==> config.mk <==
export PLATFORM = sky130hd
export DESIGN_NAME = tdsp_branch_seq
export DESIGN_NICKNAME = d
export VERILOG_FILES = /design/src/rtl/tdsp_branch_seq_pkg.sv /design/src/rtl/tdsp_ret_stack.sv /design/src/rtl/tdsp_branch_seq.sv
export SDC_FILE = /design/constraint.sdc
export NUM_CORES = 1
export LEC_CHECK = 0
export CAP_MARGIN = 10
export CORE_UTILIZATION = 50
export DETAILED_ROUTE_END_ITERATION = 6
export HOLD_SLACK_MARGIN = 0.08
export PLACE_DENSITY = 0.81
export SYNTH_ARGS = -nofsm -noshare
export SYNTH_HDL_FRONTEND = slang
export SYNTH_SLANG_ARGS = --single-unit
==> constraint.sdc <==
create_clock -name clk -period 2.7 [get_ports clk]
set_clock_uncertainty 0.05 [all_clocks]
set_input_delay 0.27 -clock clk [delete_from_list [all_inputs] [get_ports clk]]
set_output_delay 0.27 -clock clk [all_outputs]
set_load 0.05 [all_outputs]
==> src/rtl/tdsp_branch_seq_pkg.sv <==
// rtl/tdsp_branch_seq_pkg.sv - branch sequencer constants, condition codes and FSM state type
// No ports: imported by tdsp_ret_stack and tdsp_branch_seq.
package tdsp_branch_seq_pkg;

  localparam int ADDR_W_DEF      = 12;
  localparam int STACK_DEPTH_DEF = 4;

  // Opcode class nibble in ins_word[15:12] that marks a branch-class word
  localparam logic [3:0] BR_CLASS = 4'hF;

  localparam logic [3:0] COND_B    = 4'h0;
  localparam logic [3:0] COND_BZ   = 4'h1;
  localparam logic [3:0] COND_BNZ  = 4'h2;
  localparam logic [3:0] COND_BGZ  = 4'h3;
  localparam logic [3:0] COND_BGEZ = 4'h4;
  localparam logic [3:0] COND_BLZ  = 4'h5;
  localparam logic [3:0] COND_BLEZ = 4'h6;
  localparam logic [3:0] COND_BV   = 4'h7;
  localparam logic [3:0] COND_BANZ = 4'h8;
  localparam logic [3:0] COND_BIOZ = 4'h9;
  localparam logic [3:0] COND_CALL = 4'hA;
  localparam logic [3:0] COND_RET  = 4'hB;

  typedef enum logic [1:0] {
    ST_IDLE = 2'd0,
    ST_ADDR = 2'd1,
    ST_EXEC = 2'd2
  } br_state_t;

  // Codes C..F are reserved; such opcodes are swallowed without effect
  function automatic logic cond_legal(input logic [3:0] cond);
    return (cond <= COND_RET);
  endfunction

endpackage

==> src/rtl/tdsp_ret_stack.sv <==
// rtl/tdsp_ret_stack.sv - hardware return-address stack with shift-discard on overflow
// Ports:
//   clk, reset      clock, synchronous active-high reset (empties the stack)
//   push, pop       one-cycle requests (push wins if both asserted)
//   push_data       return address to push
//   top             current top of stack, 0 when empty
//   level           occupancy 0..DEPTH
//   ovf, unf        sticky overflow / underflow flags
module tdsp_ret_stack
  import tdsp_branch_seq_pkg::*;
#(
  parameter int ADDR_W = ADDR_W_DEF,
  parameter int DEPTH  = STACK_DEPTH_DEF,
  localparam int LVL_W = $clog2(DEPTH) + 1
) (
  input  logic              clk,
  input  logic              reset,
  input  logic              push,
  input  logic              pop,
  input  logic [ADDR_W-1:0] push_data,
  output logic [ADDR_W-1:0] top,
  output logic [LVL_W-1:0]  level,
  output logic              ovf,
  output logic              unf
);

  logic [ADDR_W-1:0] mem [DEPTH];
  logic              full;
  logic              empty;
  logic [LVL_W-1:0]  lvl_m1;

  assign full   = (level == LVL_W'(DEPTH));
  assign empty  = (level == '0);
  assign lvl_m1 = level - LVL_W'(1);
  assign top    = empty ? '0 : mem[lvl_m1[LVL_W-2:0]];

  // Entry 0 is the oldest; a push while full shifts everything down one
  // slot so the oldest return address falls off the bottom.
  always_ff @(posedge clk) begin
    if (push) begin
      if (full) begin
        for (int i = 0; i < DEPTH - 1; i++) begin
          mem[i] <= mem[i+1];
        end
        mem[DEPTH-1] <= push_data;
      end else begin
        mem[level[LVL_W-2:0]] <= push_data;
      end
    end
  end

  always_ff @(posedge clk) begin
    if (reset) begin
      level <= '0;
      ovf   <= 1'b0;
      unf   <= 1'b0;
    end else if (push) begin
      if (full) begin
        ovf <= 1'b1;
      end else begin
        level <= level + LVL_W'(1);
      end
    end else if (pop) begin
      if (empty) begin
        unf <= 1'b1;
      end else begin
        level <= lvl_m1;
      end
    end
  end

endmodule

==> src/rtl/tdsp_branch_seq.sv <==
// rtl/tdsp_branch_seq.sv - branch condition evaluation and PC-load sequencer for the Tiny DSP
// Ports:
//   clk, reset              clock, synchronous active-high reset
//   ins_valid/ins_ready     handshake for opcode and target words from the decoder
//   ins_word                opcode word (F,cond,xx) or target-address word
//   pc_ret                  address after the current instruction
//   gez..bioz               accumulator / AR / BIO status flags
//   pc_load, pc_target      one-cycle PC load request and destination
//   taken                   condition result, qualifies pc_load
//   ar_dec, ov_clr          one-cycle side-effect pulses for BANZ / BV
//   stk_level, stk_ovf/unf  return stack occupancy and sticky error flags
module tdsp_branch_seq
  import tdsp_branch_seq_pkg::*;
#(
  parameter int ADDR_W      = ADDR_W_DEF,
  parameter int STACK_DEPTH = STACK_DEPTH_DEF
) (
  input  logic                         clk,
  input  logic                         reset,
  input  logic                         ins_valid,
  output logic                         ins_ready,
  input  logic [15:0]                  ins_word,
  input  logic [ADDR_W-1:0]            pc_ret,
  input  logic                         gez,
  input  logic                         gz,
  input  logic                         nz,
  input  logic                         z,
  input  logic                         lz,
  input  logic                         lez,
  input  logic                         ov,
  input  logic                         arnz,
  input  logic                         bioz,
  output logic                         pc_load,
  output logic [ADDR_W-1:0]            pc_target,
  output logic                         taken,
  output logic                         ar_dec,
  output logic                         ov_clr,
  output logic [$clog2(STACK_DEPTH):0] stk_level,
  output logic                         stk_ovf,
  output logic                         stk_unf
);

  br_state_t         state;
  logic [3:0]        cond_q;
  logic              res_q;
  logic [ADDR_W-1:0] pc_ret_q;

  logic [3:0]        op_cond;
  logic              is_branch_op;
  logic              cond_res;
  logic              stk_push;
  logic              stk_pop;
  logic [ADDR_W-1:0] stk_top;

  assign op_cond      = ins_word[11:8];
  assign is_branch_op = (ins_word[15:12] == BR_CLASS) && cond_legal(op_cond);

  // Ready is a pure function of state so flags never reach the handshake.
  assign ins_ready = (state != ST_EXEC);

  // Evaluated only when an opcode is accepted; the result is latched so
  // later flag changes during a stalled ADDR phase have no effect.
  always_comb begin
    cond_res = 1'b0;
    case (op_cond)
      COND_B:    cond_res = 1'b1;
      COND_BZ:   cond_res = z;
      COND_BNZ:  cond_res = nz;
      COND_BGZ:  cond_res = gz;
      COND_BGEZ: cond_res = gez;
      COND_BLZ:  cond_res = lz;
      COND_BLEZ: cond_res = lez;
      COND_BV:   cond_res = ov;
      COND_BANZ: cond_res = arnz;
      COND_BIOZ: cond_res = bioz;
      COND_CALL: cond_res = 1'b1;
      COND_RET:  cond_res = 1'b1;
      default:   cond_res = 1'b0;
    endcase
  end

  // RET pops at accept time so its target is ready for the very next cycle;
  // CALL pushes during EXEC, by which time the return address is latched.
  assign stk_pop  = (state == ST_IDLE) && ins_valid && is_branch_op && (op_cond == COND_RET);
  assign stk_push = (state == ST_EXEC) && (cond_q == COND_CALL);

  tdsp_ret_stack #(
    .ADDR_W (ADDR_W),
    .DEPTH  (STACK_DEPTH)
  ) u_ret_stack (
    .clk       (clk),
    .reset     (reset),
    .push      (stk_push),
    .pop       (stk_pop),
    .push_data (pc_ret_q),
    .top       (stk_top),
    .level     (stk_level),
    .ovf       (stk_ovf),
    .unf       (stk_unf)
  );

  // EXEC-cycle outputs are loaded on the edge that enters EXEC, so they are
  // high exactly while the FSM sits in EXEC.
  always_ff @(posedge clk) begin
    if (reset) begin
      state     <= ST_IDLE;
      cond_q    <= COND_B;
      res_q     <= 1'b0;
      pc_ret_q  <= '0;
      pc_load   <= 1'b0;
      pc_target <= '0;
      taken     <= 1'b0;
      ar_dec    <= 1'b0;
      ov_clr    <= 1'b0;
    end else begin
      pc_load   <= 1'b0;
      pc_target <= '0;
      taken     <= 1'b0;
      ar_dec    <= 1'b0;
      ov_clr    <= 1'b0;
      case (state)
        ST_IDLE: begin
          if (ins_valid && is_branch_op) begin
            cond_q <= op_cond;
            if (op_cond == COND_RET) begin
              state     <= ST_EXEC;
              pc_load   <= 1'b1;
              taken     <= 1'b1;
              pc_target <= stk_top;
            end else begin
              res_q <= cond_res;
              state <= ST_ADDR;
            end
          end
        end
        ST_ADDR: begin
          if (ins_valid) begin
            pc_ret_q  <= pc_ret;
            state     <= ST_EXEC;
            pc_load   <= 1'b1;
            taken     <= res_q;
            pc_target <= res_q ? ins_word[ADDR_W-1:0] : pc_ret;
            ar_dec    <= (cond_q == COND_BANZ);
            ov_clr    <= (cond_q == COND_BV) && res_q;
          end
        end
        ST_EXEC: state <= ST_IDLE;
        default: state <= ST_IDLE;
      endcase
    end
  end

endmodule

# [After elaboration in Yosys (flattened, before gate mapping)]
# Memories as Yosys holds them, arrays and structs flattened.
# Index checks and enable logic that the tools add are counted.
[totals] register_bits=40 ramBits=48 inputBits=40 out_inout_bits=22 wordCells=94 n_memories=1
[classes] addsub=2 magnitude_cmp=1 eq_ne=23 n_mux=30 bitwise=4 reduce_logical=21
[mem_list] memory="u_ret_stack.mem" depth=4 width=12 read_ports=4 rd_clocked_by_memory_dff=0 write_ports=4 line="tdsp_ret_stack.sv:27" source="logic [ADDR_W-1:0] mem [DEPTH];"
[ops] op="$mux W12" n=6
[ops] op="$eq A4 B4 Y1 const B" n=7
[ops] op="$pmux W12 S2" n=1
[ops] op="$eq A4 B3 Y1 const B" n=5
[ops] op="$mux W3" n=4
[ops] op="$reduce_or A12 Y1" n=1
[ops] op="$mux W1" n=11
[ops] op="$pmux W1 S10" n=1
[ops] op="$reduce_and A3 Y1" n=3
[ops] op="$eq A4 B2 Y1 const B" n=2
[ops] op="$mux W2" n=4
[ops] op="$ne A2 B2 Y1 const B" n=4
[ops] op="$reduce_and A2 Y1" n=4
[ops] op="$logic_and A1 B1 Y1" n=7
[ops] op="$eq A4 B1 Y1 const B" n=1
[ops] op="$le A4 B4 Y1 const B" n=1
[ops] op="$logic_not A4 Y1" n=1
[ops] op="$not A1 Y1" n=4
[ops] op="$pmux W1 S2" n=2
[ops] op="$pmux W2 S2" n=1
[ops] op="$add A3 B1 Y3 const B" n=1
[ops] op="$eq A3 B3 Y1 const B" n=1
[ops] op="$logic_not A3 Y1" n=1
[ops] op="$reduce_or A3 Y1" n=1
[ops] op="other kinds (7)" n=7

# [Logic depth before layout (Yosys ltp)]
# Gate-level depths: netlist of the first run.
[logic_depth] ltp_word=6 mapped_depth=9 depth_no_buf=6

# [Cells and area by module]
# A second synthesis of the first run with hierarchy kept.
[unflattened] cells_unflattened=325 area_unflattened_um2=4201.5
[modules_own_cells] module="tdsp_ret_stack" instances=1 cells_per_inst=167 area_per_inst_um2=2702.6 seq_area_each_um2=1541.5
[modules_own_cells] module="tdsp_branch_seq" instances=1 cells_per_inst=158 area_per_inst_um2=1498.9 seq_area_each_um2=700.7

# [Least setup slack after synthesis of the first run]
# No wires, ideal clock.
[synth_timing] kind="flip-flop to flip-flop" from="register u_ret_stack.level[0]" to="memory u_ret_stack.mem[0][0] (netlist name), enable pin" setup_time_ns=0.359 arrival_time_ns=2.401 slack_ns=-0.110 path_stages_with_launch=9 cell_sequence="dfxtp_1 buf_2 inv_1 ha_1 nand2_1 nand3_1 nor3_4 buf_4 nand2b_1"
[synth_rtl] element="from (decl)" line="tdsp_ret_stack.sv:22" source="output logic [LVL_W-1:0] level,"
[synth_rtl] element="from (signal assigned)" line="tdsp_ret_stack.sv:61" source="level <= level + LVL_W'(1);"
[synth_rtl] element="from (signal assigned)" line="tdsp_ret_stack.sv:67" source="level <= lvl_m1;"
[synth_rtl] element="to (decl)" line="tdsp_ret_stack.sv:27"

==> flow_metrics.tcl, run 1 <==
set metrics [dict create \
    hold_viol_final 0 \
    num_vias 2955 \
    rows 32 \
    timing.setup.tns_ps 0 \
    rsz0062_at_grt "no" \
    antenna_found_initial 0 \
    max_freq_mhz 426 \
    dieArea_sq_um 8690 \
    worstMarginPinSlew_ps 680 \
    portBuffers 61 \
    clk_latency_ps 360 \
    crit_chain "inv_1 -> ha_1 -> nand2_1 -> and3_4 -> nand3_4 -> nand2_1 -> buf_4" \
    slowest_delay_ps 450 \
    drive_above_1_share_pct 24.1 \
    drt_iter0_drc 272 \
    synth_cell_types 49 \
    cts-resized-gates 0 \
    ff2ff_path_depth 7 \
    outcome "finished, final reports clean" \
    grt_max_degree 29 \
    crit_slowest_cell "dfxtp_2" \
    nFillCells 570 \
    clkTransAtPathRegs_ps 80 \
    dp.cells 485 \
    yosys.area.top_type "edfxtp_1" \
    initial_core_util_pct 52.7 \
    postCtsHoldBufs 0 \
    ir_drop_v 0.000265 \
    root_buffer "clkbuf_8" \
    crit_family "simple AND/OR/NAND/NOR gates" \
    cts_htree_levels 3 \
    grtUsageMet1_pct 31.1 \
    wl_mm 9.73 \
    synth_edf_count 48 \
    slew_violations 0 \
    drc_errors 0 \
    critPathMaxFanout 13 \
    start_kind "register" \
    viasPerCell 5.90 \
    use_met3_pct 4.07 \
    finalCriticalPeriod_ps 2350 \
    p_per_area_nw_per_um2 489 \
    crit_type "reg -> reg" \
    syn_inst 328 \
    yosysMostFrequentCell "edfxtp_1" \
    place_hpwl_mm 6.63 \
    setup_viol 0 \
    fin_crit_sh_pct 86.9 \
    clockBufferDepth 2 \
    antenna_cells 0 \
    instances_no_fill 501 \
    syn_area_per_cell_sq_um 12.7 \
    end_kind "register" \
    relSlewSlack_pct 54.7 \
    track_usage_pct 24.1 \
    path_buf_inv 2 \
    fin_nets 437 \
    min_path_type "reg -> reg" \
    cts_made_buffers 9 \
    met2_usage_pct 41.1 \
    synth_seq_area_share_pct 53.9 \
    clkSinkCount 88 \
    final_antenna_net_count 0 \
    grt_pass1_vias 2919 \
    yosys-top-cells-area "edfxtp_1, dfxtp_1, mux2_4" \
    firstDrtPassIters 5 \
    synthFlopType "edfxtp_1" \
    synth_top_area_share_pct 34.6 \
    pin_count 62 \
    routedWlPerCell_microns 19.4 \
    gp_congestion 0.770 \
    p_leak_nw 1.79 \
    synth_fp_nets 371 \
    cp.arrival_ps 2360 \
    synth_commonest_cells "edfxtp_1, dfxtp_1, a21oi_1, nor2_1, nand2_1" \
    ys_ff_latch 88 \
    ys_warn_count 0 \
    core_sq_um 7890 \
    drv_cap 0 \
    synth_area_sq_um 4160 \
    area_growth_pct 23.3 \
    cts_tree "built" \
    gr-total-overflow 0 \
    cts_setup_buffers 0 \
    grt_first_pass_wirelength_mm 15.4 \
    required_ps 2720 \
    gr-max-usage-layer "met2" \
    dieWidth_microns 93.2 \
    whs_path_depth 2 \
    die_y_microns 93.2 \
    path_common_cell "nand2_1" \
    postSynth.asyncResetShare_pct 0 \
    cp.depth 7 \
]
[registers in the layout, indices dropped and copies added (netlist names), 2 cells and up]
name               flops
cond_q                 4
u_ret_stack.mem       48
pc_target             12
pc_ret_q              12
u_ret_stack.level      3
state                  2
[where the power goes]
| group | leakage, nW | switching (mW) | internal [mW] | total [mW] |
|---|---|---|---|---|
| Clock | 0.119 | 0.456 | 0.534 | 0.990 |
| Combinational | 0.940 | 0.0476 | 0.0691 | 0.117 |
| Sequential | 0.733 | 0.00246 | 1.40 | 1.40 |
| Total | 1.79 | 0.506 | 2.00 | 2.51 |
[cell type report]
cell class | instances | area (sq um) | share of cell area, %
Sequential cell | 88 | 2240 | 43.8
Multi-Input combinational cell | 213 | 1780 | 34.8
Timing Repair Buffer | 77 | 731 | 14.2
Clock buffer | 11 | 174 | 3.39
Tap cell | 102 | 128 | 2.49
Clock inverter | 5 | 50.0 | 0.976
Inverter | 5 | 18.8 | 0.366
[worst reg2reg max path, cell delays in order, from the launching register on]
cell and delay [ps]:
dfxtp_2 450, inv_1 160, ha_1 280, nand2_1 180
and3_4 280, nand3_4 260, nand2_1 180, buf_4 210
[cell families (layout without fill, tap and decap cells)]
group	count (synthesis)	count (layout)	share of synthesized area (%)
flip-flops	88	88	53.9
adder cells (fa/ha/maj)	3	3	0.902
AND/OR/NAND/NOR	96	96	12.8
AO/OA/AOI/OAI	47	47	6.68
buffers and inverters	27	98	3.22
multiplexers	67	67	22.5
[per-stage QoR]
stage               util (%)  worst slack, ps  power (mW)  instance area (sq um)  hold slack, ps
floorplan                  -             78.7        1.47                   4160             356
global placement        62.2              435        1.55                   4910             390
detailed placement      62.2              421        1.55                   4910             391
CTS                     65.0              369        2.52                   5130             405
global route            65.0              273        2.59                   5130             443
finish                  65.0              355        2.51                   5130             398
[cell usage in the layout (no fill, tap or decap), drive strengths merged, types with 2 or more instances in the layout]
master,netlist,routed
clkbuf,11,11
a31oi,3,3
mux2i,17,17
buf,11,16
clkdlybuf4s50,0,61
mux4,12,12
or3b,2,2
ha,3,3
edfxtp,48,48
nand3b,3,3
o211ai,2,2
nor4,2,2
and4b,2,2
and3,2,2
dfxtp,40,40
mux2,38,38
a21oi,33,33
and3b,2,2
nor2,32,32
nand3,7,7
nor3b,2,2
nand2,31,31
nor3,3,3
inv,5,5
clkinv,0,4
[per-layer routing]
metal | part of all wire (%) | up-vias
met1 | 41 | 1456
met2 | 51 | 134
met4 | 1.4 | 0
met3 | 6.9 | 15
li1 | - | 1350
met5 | 0 | -
[final timing paths]
kind	start	endpoint	slack (ps)
worst min-delay path	u_ret_stack.ovf$_SDFFE_PP0P_	u_ret_stack.ovf$_SDFFE_PP0P_	400
worst max register to register	u_ret_stack.level[1]$_SDFFE_PP0P_	u_ret_stack.mem[1][9]$_DFFE_PP_	350
worst min register to register	u_ret_stack.ovf$_SDFFE_PP0P_	u_ret_stack.ovf$_SDFFE_PP0P_	400
worst max-delay path	u_ret_stack.level[1]$_SDFFE_PP0P_	u_ret_stack.mem[1][9]$_DFFE_PP_	350
Power figures use the tool's default switching activity.
==> run 2, diff against run 1 <==
Settings changed: DONT_BUFFER_PORTS set to 1, PLACE_DENSITY 0.81 to 0.71.
==> run 2 against run 1 <==
First-iteration DRC count down 35%; maximum frequency is 1.8% higher; non-clock buffer count fell by 49; total power is 8.2% lower; setup slack improved by 41 ps; sequential share of layout area grew 4.9 points; clock power is 16% lower; final area decreased by 10%; die area is the same; register-to-register slack improved by 40 ps; hold slack worse by 300 ps; final cell count shrank 9.8%; highest routed layer unchanged.
==> flow_metrics.tcl, run 2 (same netlist as run 1, synthesis figures left out) <==
set metrics [dict create \
    outcome "finished, final reports clean" \
    max_flop_register "u_ret_stack.mem" \
    timing.setup.tns_ps 0 \
    relSlewSlack_pct 20.7 \
    critPathMaxFanout 13 \
    slowest_delay_ps 500 \
    cts-resized-gates 0 \
    layout_common_cells "edfxtp_1, dfxtp_1, a21oi_1, nor2_1, nand2_1" \
    area_growth_pct 10.9 \
    worstMarginPinSlew_ps 1190 \
    num_vias 2720 \
    biggestRegsByFlops "u_ret_stack.mem: 48 flops, pc_ret_q: 12 flops, pc_target: 12 flops" \
    track_usage_pct 23.7 \
    initial_core_util_pct 52.7 \
    post-route-util_pct 58.5 \
    fin_crit_sh_pct 85.4 \
    cts_setup_buffers 0 \
    path_buf_inv 1 \
    crit_chain "inv_1 -> ha_1 -> nand2_1 -> and3_4 -> nand3_4 -> nand2_1" \
    p_per_area_nw_per_um2 499 \
    gr-total-overflow 0 \
    crit_family "simple AND/OR/NAND/NOR gates" \
    die_y_microns 93.2 \
    clkTransAtPathRegs_ps 90 \
    min_path_type "in -> reg" \
    dpl_cell_area_sq_um 4260 \
    dieWidth_microns 93.2 \
    drive_above_1_share_pct 26.0 \
    dp.cells 418 \
    antenna_found_initial 0 \
    fin_nets 388 \
    gp_congestion 0.876 \
    final_antenna_net_count 0 \
    place_hpwl_mm 6.10 \
    slew_violations 0 \
    drv_cap 0 \
    rsz0062_at_grt "no" \
    start_kind "register" \
    crit_slowest_cell "nand2_1" \
    p_total_mw 2.30 \
    cts_tree "built" \
    crit_type "reg -> reg" \
    antenna_cells 0 \
    viasPerCell 6.02 \
    drt_iter0_drc 176 \
    postCtsHoldBufs 18 \
    instances_no_fill 452 \
    firstDrtPassIters 4 \
    drc_errors 0 \
    ir_drop_v 0.000216 \
    grt_pass1_vias 2825 \
    finalCriticalPeriod_ps 2300 \
    setup_viol 0 \
    core_sq_um 7890 \
    wl_mm 9.43 \
    end_kind "register" \
    pin_count 62 \
    cp.arrival_ps 2260 \
    clockBufferDepth 2 \
    path_common_cell "nand2_1" \
    nFillCells 634 \
    grt_max_degree 27 \
    largest_reg_flops 48 \
    clkSinkCount 88 \
    dieArea_sq_um 8690 \
    required_ps 2650 \
    layout_commonest_cell "edfxtp_1" \
    stdcell_area_sq_um 4620 \
    grt_first_pass_wirelength_mm 15.1 \
    portBuffers 0 \
    hold_viol_final 0 \
    cts_htree_levels 3 \
    clk_latency_ps 360 \
    max_freq_mhz 434 \
    p_leak_nw 1.58 \
    routedWlPerCell_microns 20.9 \
    rows 32 \
    root_buffer "clkbuf_8" \
    cts_made_buffers 9 \
]
run 2: worst paths after layout:
path / cells past startpoint / slack, ps / startpoint / endpoint
hold reg to reg: 1 / 440 / cond_q[3]$_SDFFE_PP0P_ / ov_clr$_SDFF_PP0_
setup reg to reg: 6 / 400 / u_ret_stack.level[1]$_SDFFE_PP0P_ / u_ret_stack.mem[1][5]$_DFFE_PP_
setup / recovery: 6 / 400 / u_ret_stack.level[1]$_SDFFE_PP0P_ / u_ret_stack.mem[1][5]$_DFFE_PP_
hold / removal: 2 / 100 / ins_word[8] / res_q$_SDFFE_PP0P_
run 2: metrics by stage:
| stage | worst slack (ps) | hold slack, ps |
|---|---|---|
| CTS | 386 | 98.8 |
| global placement | 513 | 287 |
| detailed placement | 392 | 289 |
| finish | 395 | 99.0 |
| floorplan | 78.7 | 356 |
| global route | 261 | 120 |
run 2: area by class of cell:
| type | count | area, sq um | share of cell area [%] |
|---|---|---|---|
| Sequential cell | 88 | 2240 | 48.6 |
| Timing Repair Buffer | 28 | 255 | 5.53 |
| Clock inverter | 7 | 56.3 | 1.22 |
| Tap cell | 102 | 128 | 2.76 |
| Clock buffer | 9 | 124 | 2.68 |
| Multi-Input combinational cell | 213 | 1790 | 38.8 |
| Inverter | 5 | 18.8 | 0.407 |
run 2: worst reg2reg max path: stages (launching register included):
cell and delay, ps:
dfxtp_2 340, inv_1 100, ha_1 270, nand2_1 180
and3_4 270, nand3_4 250, nand2_1 500
run 2: power breakdown:
group / switching [mW] / total (mW) / internal (mW) / leakage [nW]
clock: 0.491 / 0.833 / 0.342 / 0.0898
combinational: 0.0314 / 0.0658 / 0.0344 / 0.758
sequential: 0.00464 / 1.40 / 1.40 / 0.733
total: 0.527 / 2.30 / 1.77 / 1.58
run 2: per-layer routing:
metal	wire, microns	up-vias	track usage (%)
met1	4050	1385	30.7
met4	174	0	9.87
met2	4740	71	39.2
met3	460	19	4.23
met5	0	-	0
li1	-	1245	-
